`config.mk`:
```
export PLATFORM = sky130hd
export DESIGN_NAME = bcd_updown_counter
export DESIGN_NICKNAME = d
export VERILOG_FILES = /design/src/rtl/bcd_updown_counter.sv
export SDC_FILE = /design/constraint.sdc
export NUM_CORES = 1
export LEC_CHECK = 0
export ABC_CLOCK_PERIOD_IN_PS = 5300
export CAP_MARGIN = 20
export CORE_UTILIZATION = 30
export DETAILED_ROUTE_END_ITERATION = 10
export PLACE_DENSITY = 0.6
export SLEW_MARGIN = 30
export SYNTH_ARGS = -nofsm -noshare
export SYNTH_HDL_FRONTEND = slang
export SYNTH_SLANG_ARGS = --single-unit
```
`constraint.sdc`:
```
create_clock -name clk -period 5.3 [get_ports clk]
set_clock_uncertainty 0.05 [all_clocks]
set_input_delay 0.53 -clock clk [delete_from_list [all_inputs] [get_ports clk]]
set_output_delay 0.53 -clock clk [all_outputs]
set_load 0.1 [all_outputs]
```
`src/rtl/bcd_updown_counter.sv`:
```
// bcd_updown_counter
//
// N-digit BCD up/down counter with validated parallel load and a selectable
// wrap/saturate behaviour at the range limits (0 and all nines).
//
// Parameters:
//   DIGITS    number of BCD digits, 1..8; range is 0 .. 10^DIGITS-1
//
// Ports:
//   clk       rising-edge clock
//   rst_n     synchronous active-low reset (clears count, wrap, load_err)
//   en        count enable, one step per clock while high
//   up        direction: 1 = increment, 0 = decrement
//   sat       limit mode: 0 = wrap, 1 = saturate
//   load      parallel load request (wins over en)
//   load_val  load value, digit i in bits [4i+3:4i], digit 0 = units
//   count     registered BCD count, same packing as load_val
//   wrap      registered pulse, high the cycle after a wrap step
//   load_err  registered pulse, high the cycle after a rejected load
//   is_zero   combinational, count is all zeros
//   is_max    combinational, every digit of count is 9
module bcd_updown_counter #(
  parameter int unsigned DIGITS = 3
) (
  input  logic                clk,
  input  logic                rst_n,
  input  logic                en,
  input  logic                up,
  input  logic                sat,
  input  logic                load,
  input  logic [4*DIGITS-1:0] load_val,
  output logic [4*DIGITS-1:0] count,
  output logic                wrap,
  output logic                load_err,
  output logic                is_zero,
  output logic                is_max
);

  localparam int unsigned W = 4 * DIGITS;

  if (DIGITS < 1 || DIGITS > 8) begin : gen_bad_digits
    $error("bcd_updown_counter: DIGITS must be in 1..8");
  end

  logic [W-1:0] count_q, count_d;
  logic         wrap_q, wrap_d;
  logic         load_err_q, load_err_d;

  logic [W-1:0] inc_val, dec_val, step_val;
  logic         load_ok;
  logic         all_zero, all_nine;
  logic         at_limit;
  logic         inc_carry, dec_borrow;

  // Per-digit classification of the load value and the current count.
  always_comb begin
    load_ok  = 1'b1;
    all_zero = 1'b1;
    all_nine = 1'b1;
    for (int unsigned i = 0; i < DIGITS; i++) begin
      if (load_val[4*i +: 4] > 4'd9) load_ok = 1'b0;
      if (count_q[4*i +: 4] != 4'd0) all_zero = 1'b0;
      if (count_q[4*i +: 4] != 4'd9) all_nine = 1'b0;
    end
  end

  // Ripple incrementer: each digit at 9 rolls to 0 and passes the carry on.
  // From all nines it naturally produces all zeros, i.e. the wrapped value.
  always_comb begin
    inc_val   = count_q;
    inc_carry = 1'b1;
    for (int unsigned i = 0; i < DIGITS; i++) begin
      if (inc_carry) begin
        if (count_q[4*i +: 4] == 4'd9) begin
          inc_val[4*i +: 4] = 4'd0;
        end else begin
          inc_val[4*i +: 4] = count_q[4*i +: 4] + 4'd1;
          inc_carry         = 1'b0;
        end
      end
    end
  end

  // Ripple decrementer: each digit at 0 rolls to 9 and passes the borrow on.
  // From all zeros it naturally produces all nines, i.e. the wrapped value.
  always_comb begin
    dec_val    = count_q;
    dec_borrow = 1'b1;
    for (int unsigned i = 0; i < DIGITS; i++) begin
      if (dec_borrow) begin
        if (count_q[4*i +: 4] == 4'd0) begin
          dec_val[4*i +: 4] = 4'd9;
        end else begin
          dec_val[4*i +: 4] = count_q[4*i +: 4] - 4'd1;
          dec_borrow        = 1'b0;
        end
      end
    end
  end

  assign step_val = up ? inc_val : dec_val;
  assign at_limit = up ? all_nine : all_zero;

  // Next state: load beats count beats hold; pulses default low every cycle.
  always_comb begin
    count_d    = count_q;
    wrap_d     = 1'b0;
    load_err_d = 1'b0;
    if (load) begin
      if (load_ok) begin
        count_d = load_val;
      end else begin
        load_err_d = 1'b1;
      end
    end else if (en) begin
      if (!at_limit) begin
        count_d = step_val;
      end else if (!sat) begin
        count_d = step_val;
        wrap_d  = 1'b1;
      end
    end
  end

  always_ff @(posedge clk) begin
    if (!rst_n) begin
      count_q    <= '0;
      wrap_q     <= 1'b0;
      load_err_q <= 1'b0;
    end else begin
      count_q    <= count_d;
      wrap_q     <= wrap_d;
      load_err_q <= load_err_d;
    end
  end

  assign count    = count_q;
  assign wrap     = wrap_q;
  assign load_err = load_err_q;
  assign is_zero  = all_zero;
  assign is_max   = all_nine;

endmodule

```
==> run summary, run 1 <==
Setup repair after global routing left no endpoint under its margin. The number of antenna violations at the first check in global routing came to 0. The total inserted antenna cells is 0. Of the synthesized area, sequential elements account for 0.217. The count of buffers from port buffering is 33. The clock latency reported for the late side of the worst-skew pair came out at 250 ps. The flip-flop and latch count after synthesis is 14. The number of synthesized flops with an enable pin is 0. For this run, the number of Yosys warnings is 0.

The number of buffers inserted during clock tree synthesis is 3. The max-capacitance violation count is 0. In the synthesized netlist, the number of instances is 170. Across every metal layer, demand over resource in global routing totals 0.184. The maximum fanout along the worst path is 16.

Dividing the detail-routed wire length by the instance count gives 16.6 microns. The worst hold path was traced through 2 stages. The launch point of the worst hold path is count[6]. The number of levels the H-tree was split into is 1.

The area of the die is 4570 sq um. The global-route congestion overflow total came out at 0. The via count is 1452.

The critical path capture point type is a primary output. The violation count after the first detailed-routing iteration came out at 86. The clock-pin slew on the worst setup and hold paths came out at 60 ps. The first TritonRoute pass finished after 4 iterations.

The hold buffer count at cts came out at 0. In this run the cell area measured after placement is 1580 sq um. In this run, distinct cell masters in the synthesized netlist total 54. The mean instance size in the synthesized netlist came out at 7.60 sq um. TritonCTS built the clock tree. The minimum setup slack among reg-to-reg paths came out at 3150 ps. The worst path in the final design needs a cycle of 3080 ps, including I/O delays and setup. The number of cells on the worst reg-to-reg path came out at 5. The floorplan die width came out at 67.6 microns. The clock sink total came out at 14.

The worst-case IR drop observed on VDD is 0.102 mV. The placement row count came out at 23. The actual slew at the worst max-slew pin is 978 ps. The vertical extent of the die is 67.6 microns. The share of synthesized area in the top cell type comes to 0.217. The via count of the first global-routing pass came out at 1296. The total I/O pin count came out at 34. The detail route stage leaves a number of antenna-violating nets equal to 0. The synthesized netlist occupies a cell area of 1290 sq um. The initial cell density of the core is 0.319. The aggregate routed wire length is 3.93 mm.

The core area is 4060 sq um. By count the netlist is led by a21oi_1 (14), dfxtp_1 (14), o21ai_0 (12). Data arrives at the worst endpoint at 2500 ps. The final-report hold violation count was 0. The ratio of cells with drive above 1 in the final layout came out at 0.0642.

The required time reported for the critical path endpoint is 4720 ps. In this run the deepest clock path goes through 2 buffers. The final-report max-slew violation count came to 0.

The worst register-to-register path begins at count[4]. The biggest area contributor in the post-synthesis netlist is dfxtp_1. The accumulated negative setup slack is 0 ps. At the end of routability-driven placement, the weighted congestion stood at 0.807.

By area the synthesized netlist is led by dfxtp_1 (22%), a21oi_1 (5.4%), o21ai_0 (4.6%). The flow ran to the end, and the final reports show no timing, DRC or antenna violations. The setup fix buffers added after clock tree synthesis is 0. The detailed placer's ending HPWL came out at 2.77 mm.

The library cell used as clock root buffer is clkbuf_8. For this design the static power due to leakage is 0.559 nW. The post-cts repair resize count came out at 0. The global-route wire length before repair is 6.33 mm. The pin count of the biggest net entering global routing came out at 24. The final design instance area without fill is 1630 sq um. The path with the worst hold slack has its endpoint at count[6]. In this run the critical register-to-register path is captured at count[4].

The net count of the finished layout is 207. When the netlist entered floorplanning its net count stood at 188. The startpoint class of the critical path is a register. The post-synthesis to final-layout area growth came out at 25.8%.

The setup violation total in the final timing report is 0. The tightest min-delay check is of the register to register type. The maximum frequency from static timing analysis is 325 MHz. The predominant post-synthesis flop cell is dfxtp_1. In the routed layout, each cell is associated on average with a via count of 6.13. After synthesis, the share of flip-flops with an asynchronous set or reset is 0. For this run, design rule violations remaining after detail routing come to 0.

The critical path in this run is classified as register to primary output. The final period utilization came out at 0.580. The relative slew slack is 0.346.

The power density over the cells is 250 nW/um^2.
[per-layer routing]
layer  share of wire  vias to the layer above  global-route usage
met4           0.017                        0              0.0638
li1                -                      699                   -
met2            0.46                       54               0.296
met1            0.45                      693               0.243
met3           0.066                        6              0.0355
met5               0                        -                   0
[sequential cells by signal, summed over array words and instances, names as in the netlist]
register / flops
count: 12
load_err: 1
wrap: 1
[final cells by class]
type / instances / area, sq um
Fill cell: 415 / 2430
Multi-Input combinational cell: 132 / 892
Timing Repair Buffer: 33 / 330
Sequential cell: 14 / 280
Tap cell: 50 / 62.6
Clock buffer: 3 / 41.3
Inverter: 5 / 18.8
[power by group]
group	internal [W]	total (W)	switching [W]
clock	0.0000503	0.0000907	0.0000403
combinational	0.0000614	0.000181	0.000120
sequential	0.000113	0.000134	0.0000210
total	0.000224	0.000406	0.000181
[cells by family (layout without fill, tap and decap cells)]
family | Yosys count | in the layout | share of synthesized area
compound gates | 64 | 64 | 0.344
simple gates | 62 | 62 | 0.304
buf+inv | 24 | 41 | 0.0929
flops | 14 | 14 | 0.217
xor+xnor | 4 | 4 | 0.0271
mux | 2 | 2 | 0.0155
[per-stage QoR]
| stage | utilization | instances | worst slack (ps) | power, W | hold WS, ps |
|---|---|---|---|---|---|
| floorplan | - | 170 | 2450 | 0.000271 | 557 |
| global placement | 0.390 | 234 | 2300 | 0.000313 | 542 |
| detailed placement | 0.390 | 234 | 2200 | 0.000316 | 555 |
| CTS | 0.401 | 237 | 2220 | 0.000406 | 573 |
| global route | 0.401 | 237 | 2110 | 0.000427 | 612 |
| finish | 0.401 | 237 | 2220 | 0.000406 | 571 |
[critical path, stage by stage, from the launching register on]
cell and delay, ps:
dfxtp_1 630, and4bb_1 320, and3_1 160, clkdlybuf4s50_1 1140
[worst max path at each step]
stage,from,to,cells past startpoint
2_1_floorplan,count[7],is_max,3
3_3_place_gp,load,count[4],6
3_5_place_dp,up,count[4],6
4_1_cts,count[0],is_max,3
5_1_grt,count[0],is_max,3
6_report,count[0],is_max,3
[layout by cell type (no fill, tap or decap), drive strengths merged, types with 3 or more instances in the layout]
cell type / netlist / routed
clkdlybuf4s50: 0 / 33
o21ai: 16 / 16
a21oi: 14 / 14
dfxtp: 14 / 14
nand2: 11 / 11
nor2: 6 / 6
inv: 5 / 5
o2111ai: 5 / 5
or4: 5 / 5
nor3: 4 / 4
a31oi: 4 / 4
nand3: 4 / 4
nor4: 4 / 4
nand2b: 3 / 3
nand4: 3 / 3
o31ai: 3 / 3
xnor2: 3 / 3
clkbuf: 7 / 3
a311oi: 3 / 3
Power figures use the tool's default switching activity.
==> inputs of run 2 (changes only) <==
- ABC_CLOCK_PERIOD_IN_PS: 5300 -> 2900
- clock period: 5.3 -> 2.9 ns (I/O delays scaled with it)
==> run summary, run 2 (synthesis results as in run 1) <==
Result of the run: complete, no violations (unchanged). The maximum vdd drop came out at 0.182 mV (was 0.102 mV). The iteration count of the initial detailed-routing pass came out at 4 (unchanged). The overall track demand over capacity in global routing came to 0.177 (was 0.184). The slack of the critical path came out at 601 ps (was 2220 ps).

The proportion of power drawn by combinational gates was 0.425 (was 0.447). The worst endpoint data arrival time is 2430 ps (was 2500 ps). The net count of the finished layout came out at 212 (was 207). The via count is 1453 (was 1452). The count of buffers from port buffering is 33 (unchanged). The global-route congestion overflow total is 0 (unchanged).

The core area is 4060 sq um (unchanged). The aggregate routed wire length came out at 3.86 mm (was 3.93 mm). The DRC violations left came out at 0 (unchanged). The sink of the worst hold path is wrap (was count[6]). The switching fraction of total power came out at 0.437 (was 0.447). The net switching power figure came out at 0.000339 W (was 0.000181 W).

The clock-pin slew on the worst setup and hold paths came out at 60 ps (about the same). The most frequent standard cell in the layout excluding fill and tap cells is buf_4 (was clkdlybuf4s50_1). The last weighted congestion value of the routability-driven placer came out at 0.847 (was 0.807). The origin of the critical flop-to-flop path was count[4] (unchanged). The critical path start-end classification was primary input to register (was register to primary output).

The buffer depth of the longest clock path came out at 2 (unchanged). The max-capacitance violation count was 0 (unchanged). The power density over the cells is 474 nW/um^2 (was 250 nW/um^2). The vertical extent of the die is 67.6 microns (unchanged). The top routing layer in use is met4 (unchanged). The number of antenna violations at the first check in global routing is 0 (unchanged). The number of cells on the worst reg-to-reg path came out at 5 (unchanged). The setup violation total in the final timing report is 0 (unchanged).

The total inserted antenna cells came out at 0 (unchanged). The number of buffers inserted during clock tree synthesis came out at 3 (unchanged). The most numerous cell type found on the critical path is buf_4.

The cell type group with the largest total delay on the critical path was buffers and inverters (unchanged). The CTS tree is yes (unchanged). The post-route met1 wirelength is 1.85 mm (was 1.78 mm). The final-report max-slew violation count is 0 (unchanged).

The global-route wire length before repair came out at 6.05 mm (was 6.33 mm). The fraction of power consumed by sequential logic was 0.316 (was 0.330). The total I/O pin count came out at 34 (unchanged). Commonest cells after routing, fill and taps aside: buf_4 (21), clkdlybuf4s50_1 (17), a21oi_1 (14), dfxtp_1 (14), o21ai_0 (12) (was clkdlybuf4s50_1 (33), a21oi_1 (14), dfxtp_1 (14), o21ai_0 (12), nand2_1 (11)). The launch point of the worst hold path is en (was count[6]). The area of the die is 4570 sq um (unchanged). The via count of the first global-routing pass is 1225 (was 1296). The static leakage power is 0.618 nW (was 0.559 nW).

The library cell used as clock root buffer is clkbuf_8 (unchanged). The final-report hold violation count came out at 0 (unchanged). The share of power burned in the clock network is 0.259 (was 0.223). The minimum setup slack among reg-to-reg paths is 810 ps (was 3150 ps). The smallest hold slack came out at 560 ps (was 571 ps).

The internal power is 0.000437 W (was 0.000224 W). The number of levels the H-tree was split into came out at 1 (unchanged). The count of buffer and inverter cells on the critical path is 4 (was 1). The routed length on met3 is 238 microns (was 258 microns).

The relative slew slack is 0.667 (was 0.346). The detailed placer's ending HPWL is 2.74 mm (was 2.77 mm). The actual slew at the worst max-slew pin came out at 499 ps (was 978 ps).

The biggest cell delay along the critical path is 610 ps (was 1140 ps). The worst flop-to-flop path endpoint is count[0] (was count[4]). The required time reported for the critical path endpoint was 3030 ps (was 4720 ps). The number of cells traversed by the worst hold path came out at 3 (was 2). The worst min-delay path category is primary input to register (was register to register). The accumulated negative setup slack is 0 ps (unchanged). The pre-CTS setup slack came out at 395 ps (was 2200 ps). The number of nets still failing antenna checks after routing was 0 (unchanged). The post-synthesis to final-layout area growth was 26.6% (was 25.8%). The average routed wire per standard cell came to 15.9 microns (was 16.6 microns). The clock sink total came to 14 (unchanged).

The detailed-route vias per instance came to 5.98 (was 6.13). Setup repair after global routing missed its margin: false (unchanged). The final period utilization came out at 0.793. The startpoint class of the critical path is a primary input (was register). The post-cts repair resize count is 0 (unchanged). The flip-flop count of the largest register after layout came out at 12 (unchanged). The pin count of the biggest net entering global routing came out at 17 (was 24).

The initial cell density of the core is 0.319 (unchanged). The critical path capture point type was a register (was primary output). The ratio of cells with drive above 1 in the final layout came out at 0.176 (was 0.0642).

The hold buffer count at cts is 0 (unchanged). The cell with the largest stage delay on the worst path was clkdlybuf4s50_1 (unchanged). The floorplan die width came out at 67.6 microns (unchanged).

Cell-by-cell listing of the critical path: clkdlybuf4s50_1 > buf_4 > buf_4 > inv_1 > o21bai_1 > a22o_1 > or4_1 > a31oi_1 (was and4bb_1 > and3_1 > clkdlybuf4s50_1). The violation count after the first detailed-routing iteration came to 106 (was 86). The placement row count was 23 (unchanged). The routed wire length on met2 is 1.72 mm (was 1.83 mm). The minimum clock period is 2300 ps.

The maximum fanout along the worst path is 11 (was 16). The maximum frequency from static timing analysis is 435 MHz. The clock latency reported for the late side of the worst-skew pair is 250 ps (about the same). The setup fix buffers added after clock tree synthesis came to 0 (unchanged).
==> run 2: changes by cell type in the layout (fill, tap and decap cells not counted) <==
cell | previous run | this run
buf_4 | 0 | 21
clkdlybuf4s50_1 | 33 | 17
clkbuf_8 | 3 | 4
==> run 2: power by group through the flow <==
stage | clock (W) | combinational [W] | sequential, W
6_report | 0.000201 | 0.000330 | 0.000245
5_1_grt | 0.000208 | 0.000349 | 0.000249
4_1_cts | 0.000204 | 0.000328 | 0.000244
3_5_place_dp | 0 | 0.000327 | 0.000249
3_3_place_gp | 0 | 0.000326 | 0.000247
2_1_floorplan | 0 | 0.000179 | 0.000317
==> run 2: worst max path at each step <==
| stage | start | to | slack [ps] | cells past startpoint |
|---|---|---|---|---|
| 3_5_place_dp | up | count[8] | 400 | 8 |
| 6_report | up | count[8] | 600 | 8 |
| 5_1_grt | up | count[8] | 490 | 8 |
| 4_1_cts | up | count[8] | 660 | 8 |
| 3_3_place_gp | load | count[3] | 450 | 6 |
| 2_1_floorplan | count[7] | is_max | 290 | 3 |
==> run 2: tightest hold or removal path, cell delays in order <==
cell and delay [ps]:
clkdlybuf4s50_1 420, nand2_1 70, nor3_1 40
==> run 2: routing by layer <==
metal | vias up | track usage
met1 | 691 | 0.243
met2 | 52 | 0.270
li1 | 704 | -
met3 | 6 | 0.0389
met5 | - | 0
met4 | 0 | 0.0532
==> run 2: layout make-up <==
type,count,area (sq um)
fillers,417,2420
multi-input cells,132,892
repair buffers,38,328
flip-flops and latches,14,280
well taps,50,62.6
clock buffers,4,55.1
inverters,5,18.8
==> run 2: per-stage QoR <==
step / utilization / std cells / total power (W) / area, sq um
after detailed placement: 0.390 / 239 / 0.000576 / 1580
after CTS: 0.403 / 243 / 0.000777 / 1640
after floorplan: - / 170 / 0.000496 / 1290
final: 0.403 / 243 / 0.000776 / 1640
after global placement: 0.390 / 239 / 0.000573 / 1580
after global routing: 0.403 / 243 / 0.000806 / 1640
==> inputs of run 3 (changes only) <==
- ABC_CLOCK_PERIOD_IN_PS: 2900 -> 2300
- clock period: 2.9 -> 2.3 ns (I/O delays scaled with it)
==> run summary, run 3 (synthesis results as in run 1) <==
Result of the run: complete, no violations (unchanged). The count of buffer and inverter cells on the critical path is 2 (was 4). The number of buffers inserted during clock tree synthesis is 3 (unchanged). The global-route congestion overflow total came to 0 (unchanged). The worst endpoint data arrival time came out at 2160 ps (was 2430 ps). The final-report max-slew violation count came out at 0 (unchanged). The number of nets still failing antenna checks after routing came to 0 (unchanged). The buffer depth of the longest clock path is 2 (unchanged). The static leakage power came out at 0.652 nW (was 0.618 nW). The core area is 4060 sq um (unchanged). The maximum frequency from static timing analysis came out at 489 MHz. The sink of the worst hold path is count[7] (was wrap). The clock-pin slew on the worst setup and hold paths came out at 60 ps (about the same). The violation count after the first detailed-routing iteration came out at 74 (was 106). The final-report hold violation count was 0 (unchanged).

The launch point of the worst hold path is count[7] (was en). The via count of the first global-routing pass was 1344 (was 1225). The number of cells traversed by the worst hold path is 2 (was 3).

The share of the core filled with cells in the final layout came to 0.423 (was 0.403). The count of filler cells inserted in the layout came out at 426 (was 417). The net count of the finished layout is 217 (was 212). The pin count of the biggest net entering global routing is 17 (unchanged). The biggest cell delay along the critical path is 590 ps (was 610 ps). Counting I/O delays and the setup requirement, the final critical path takes 2040 ps. The smallest hold slack was 498 ps (was 560 ps).

The iteration count of the initial detailed-routing pass came out at 4 (unchanged). The count of non-filler cells in the finished layout came to 248 (was 243). The hold buffer count at cts is 0 (unchanged). The critical path capture point type was a register (unchanged).

The max-capacitance violation count is 0 (unchanged). The total instance count after detailed placement is 244 (was 239). The library cell used as clock root buffer is clkbuf_8 (unchanged). The area of the die is 4570 sq um (unchanged). The CTS tree is yes (unchanged). The total I/O pin count is 34 (unchanged). The maximum vdd drop is 0.171 mV (was 0.182 mV). Commonest cells after routing, fill and taps aside: buf_4 (24), clkdlybuf4s50_1 (17), a21oi_1 (14), o21ai_0 (12), dfxtp_2 (12) (was buf_4 (21), clkdlybuf4s50_1 (17), a21oi_1 (14), dfxtp_1 (14), o21ai_0 (12)). The floorplan die width came out at 67.6 microns (unchanged). The final period utilization is 0.889.

The relative slew slack came out at 0.688 (was 0.667). The most frequent standard cell in the layout excluding fill and tap cells is buf_4 (unchanged). The cell type group with the largest total delay on the critical path is buffers and inverters (unchanged). The flip-flop count of the largest register after layout is 12 (unchanged). The actual slew at the worst max-slew pin came to 456 ps (was 499 ps). The vertical extent of the die came out at 67.6 microns (unchanged). Setup repair after global routing missed its margin: false (unchanged). The global-route wire length before repair came out at 6.33 mm (was 6.05 mm).

The overall track demand over capacity in global routing is 0.185 (was 0.177). The accumulated negative setup slack came out at 0 ps (unchanged). The startpoint class of the critical path is a primary input (unchanged). The worst flop-to-flop path endpoint is count[9] (was count[0]). The number of levels the H-tree was split into is 1 (unchanged).

The post-synthesis to final-layout area growth came out at 32.7% (was 26.6%). The number of cells on the worst reg-to-reg path is 5 (unchanged). The origin of the critical flop-to-flop path is count[0] (was count[4]). The critical path start-end classification is primary input to register (unchanged). The required time reported for the critical path endpoint came to 2420 ps (was 3030 ps). The ratio of cells with drive above 1 in the final layout is 0.263 (was 0.176). Cell-by-cell listing of the critical path: clkdlybuf4s50_1 > buf_4 > nor2b_1 > and4_4 > o21a_4 > or4_1 > a21oi_1 (was clkdlybuf4s50_1 > buf_4 > buf_4 > inv_1 > o21bai_1 > a22o_1 > or4_1 > a31oi_1). The placement row count is 23 (unchanged). The detailed placer's ending HPWL came to 2.99 mm (was 2.74 mm). The aggregate routed wire length came to 3.98 mm (was 3.86 mm). The power density over the cells is 584 nW/um^2 (was 474 nW/um^2).

The setup fix buffers added after clock tree synthesis is 0 (unchanged). The post-cts repair resize count is 0 (unchanged). The detailed-route vias per instance is 5.91 (was 5.98). The DRC violations left is 0 (unchanged).

The via count came out at 1466 (was 1453). The cell with the largest stage delay on the worst path is clkdlybuf4s50_1 (unchanged). The total inserted antenna cells was 0 (unchanged). The clock latency reported for the late side of the worst-skew pair came out at 250 ps (about the same). The worst min-delay path category is register to register (was primary input to register). The setup violation total in the final timing report is 0 (unchanged). The overall power after layout came out at 0.00100 W (was 0.000776 W). The count of buffers from port buffering came out at 33 (unchanged). The number of antenna violations at the first check in global routing is 0 (unchanged). The maximum fanout along the worst path is 15 (was 11). The last weighted congestion value of the routability-driven placer is 0.843 (was 0.847). The clock sink total came to 14 (unchanged). The average routed wire per standard cell was 16.0 microns (was 15.9 microns). The initial cell density of the core is 0.319 (unchanged).

The minimum setup slack among reg-to-reg paths is 340 ps (was 810 ps).
## run 3: tightest hold or removal path, cell delays in order, from the launching register on
cell     delay, ps
dfxtp_2        380
nand2_1         80
mux2i_1         60
## run 3: through the flow
stage / setup slack, ps / instance area [sq um]
2_1_floorplan: 93.2 / 1310
3_3_place_gp: 102 / 1660
3_5_place_dp: 8.48 / 1660
4_1_cts: 256 / 1720
5_1_grt: 162 / 1720
6_report: 256 / 1720
## run 3: where the power goes
group          switching (W)  total [W]  internal, W
sequential         0.0000488   0.000312     0.000263
clock              0.0000960   0.000248     0.000152
combinational       0.000282   0.000441     0.000159
total               0.000427    0.00100     0.000574
## run 3: layer usage
layer / part of all wire / global-route usage / vias up / wire length (microns)
li1: - / - / 716 / -
met1: 0.46 / 0.242 / 690 / 1820
met2: 0.47 / 0.292 / 52 / 1870
met3: 0.056 / 0.0287 / 8 / 222
met4: 0.017 / 0.0851 / 0 / 69
met5: 0 / 0 / - / 0
## run 3: cell type report
cell class | count | area (sq um) | area share
inverters | 5 | 18.8 | 0.0109
well taps | 50 | 62.6 | 0.0365
flip-flops and latches | 14 | 295 | 0.172
repair buffers | 43 | 390 | 0.228
multi-input cells | 132 | 893 | 0.521
clock buffers | 4 | 55.1 | 0.0321
## run 3: how the worst max path moves through the flow
stage                     startpoint       end  slack, ps  depth (start not counted)
after global placement          load  count[3]        100                          7
after CTS                       load  count[3]        260                          7
final                           load  count[3]        260                          7
after floorplan             count[9]  count[3]         90                          6
after detailed placement        load  count[3]          8                          7
after global routing              up  count[9]        160                          7
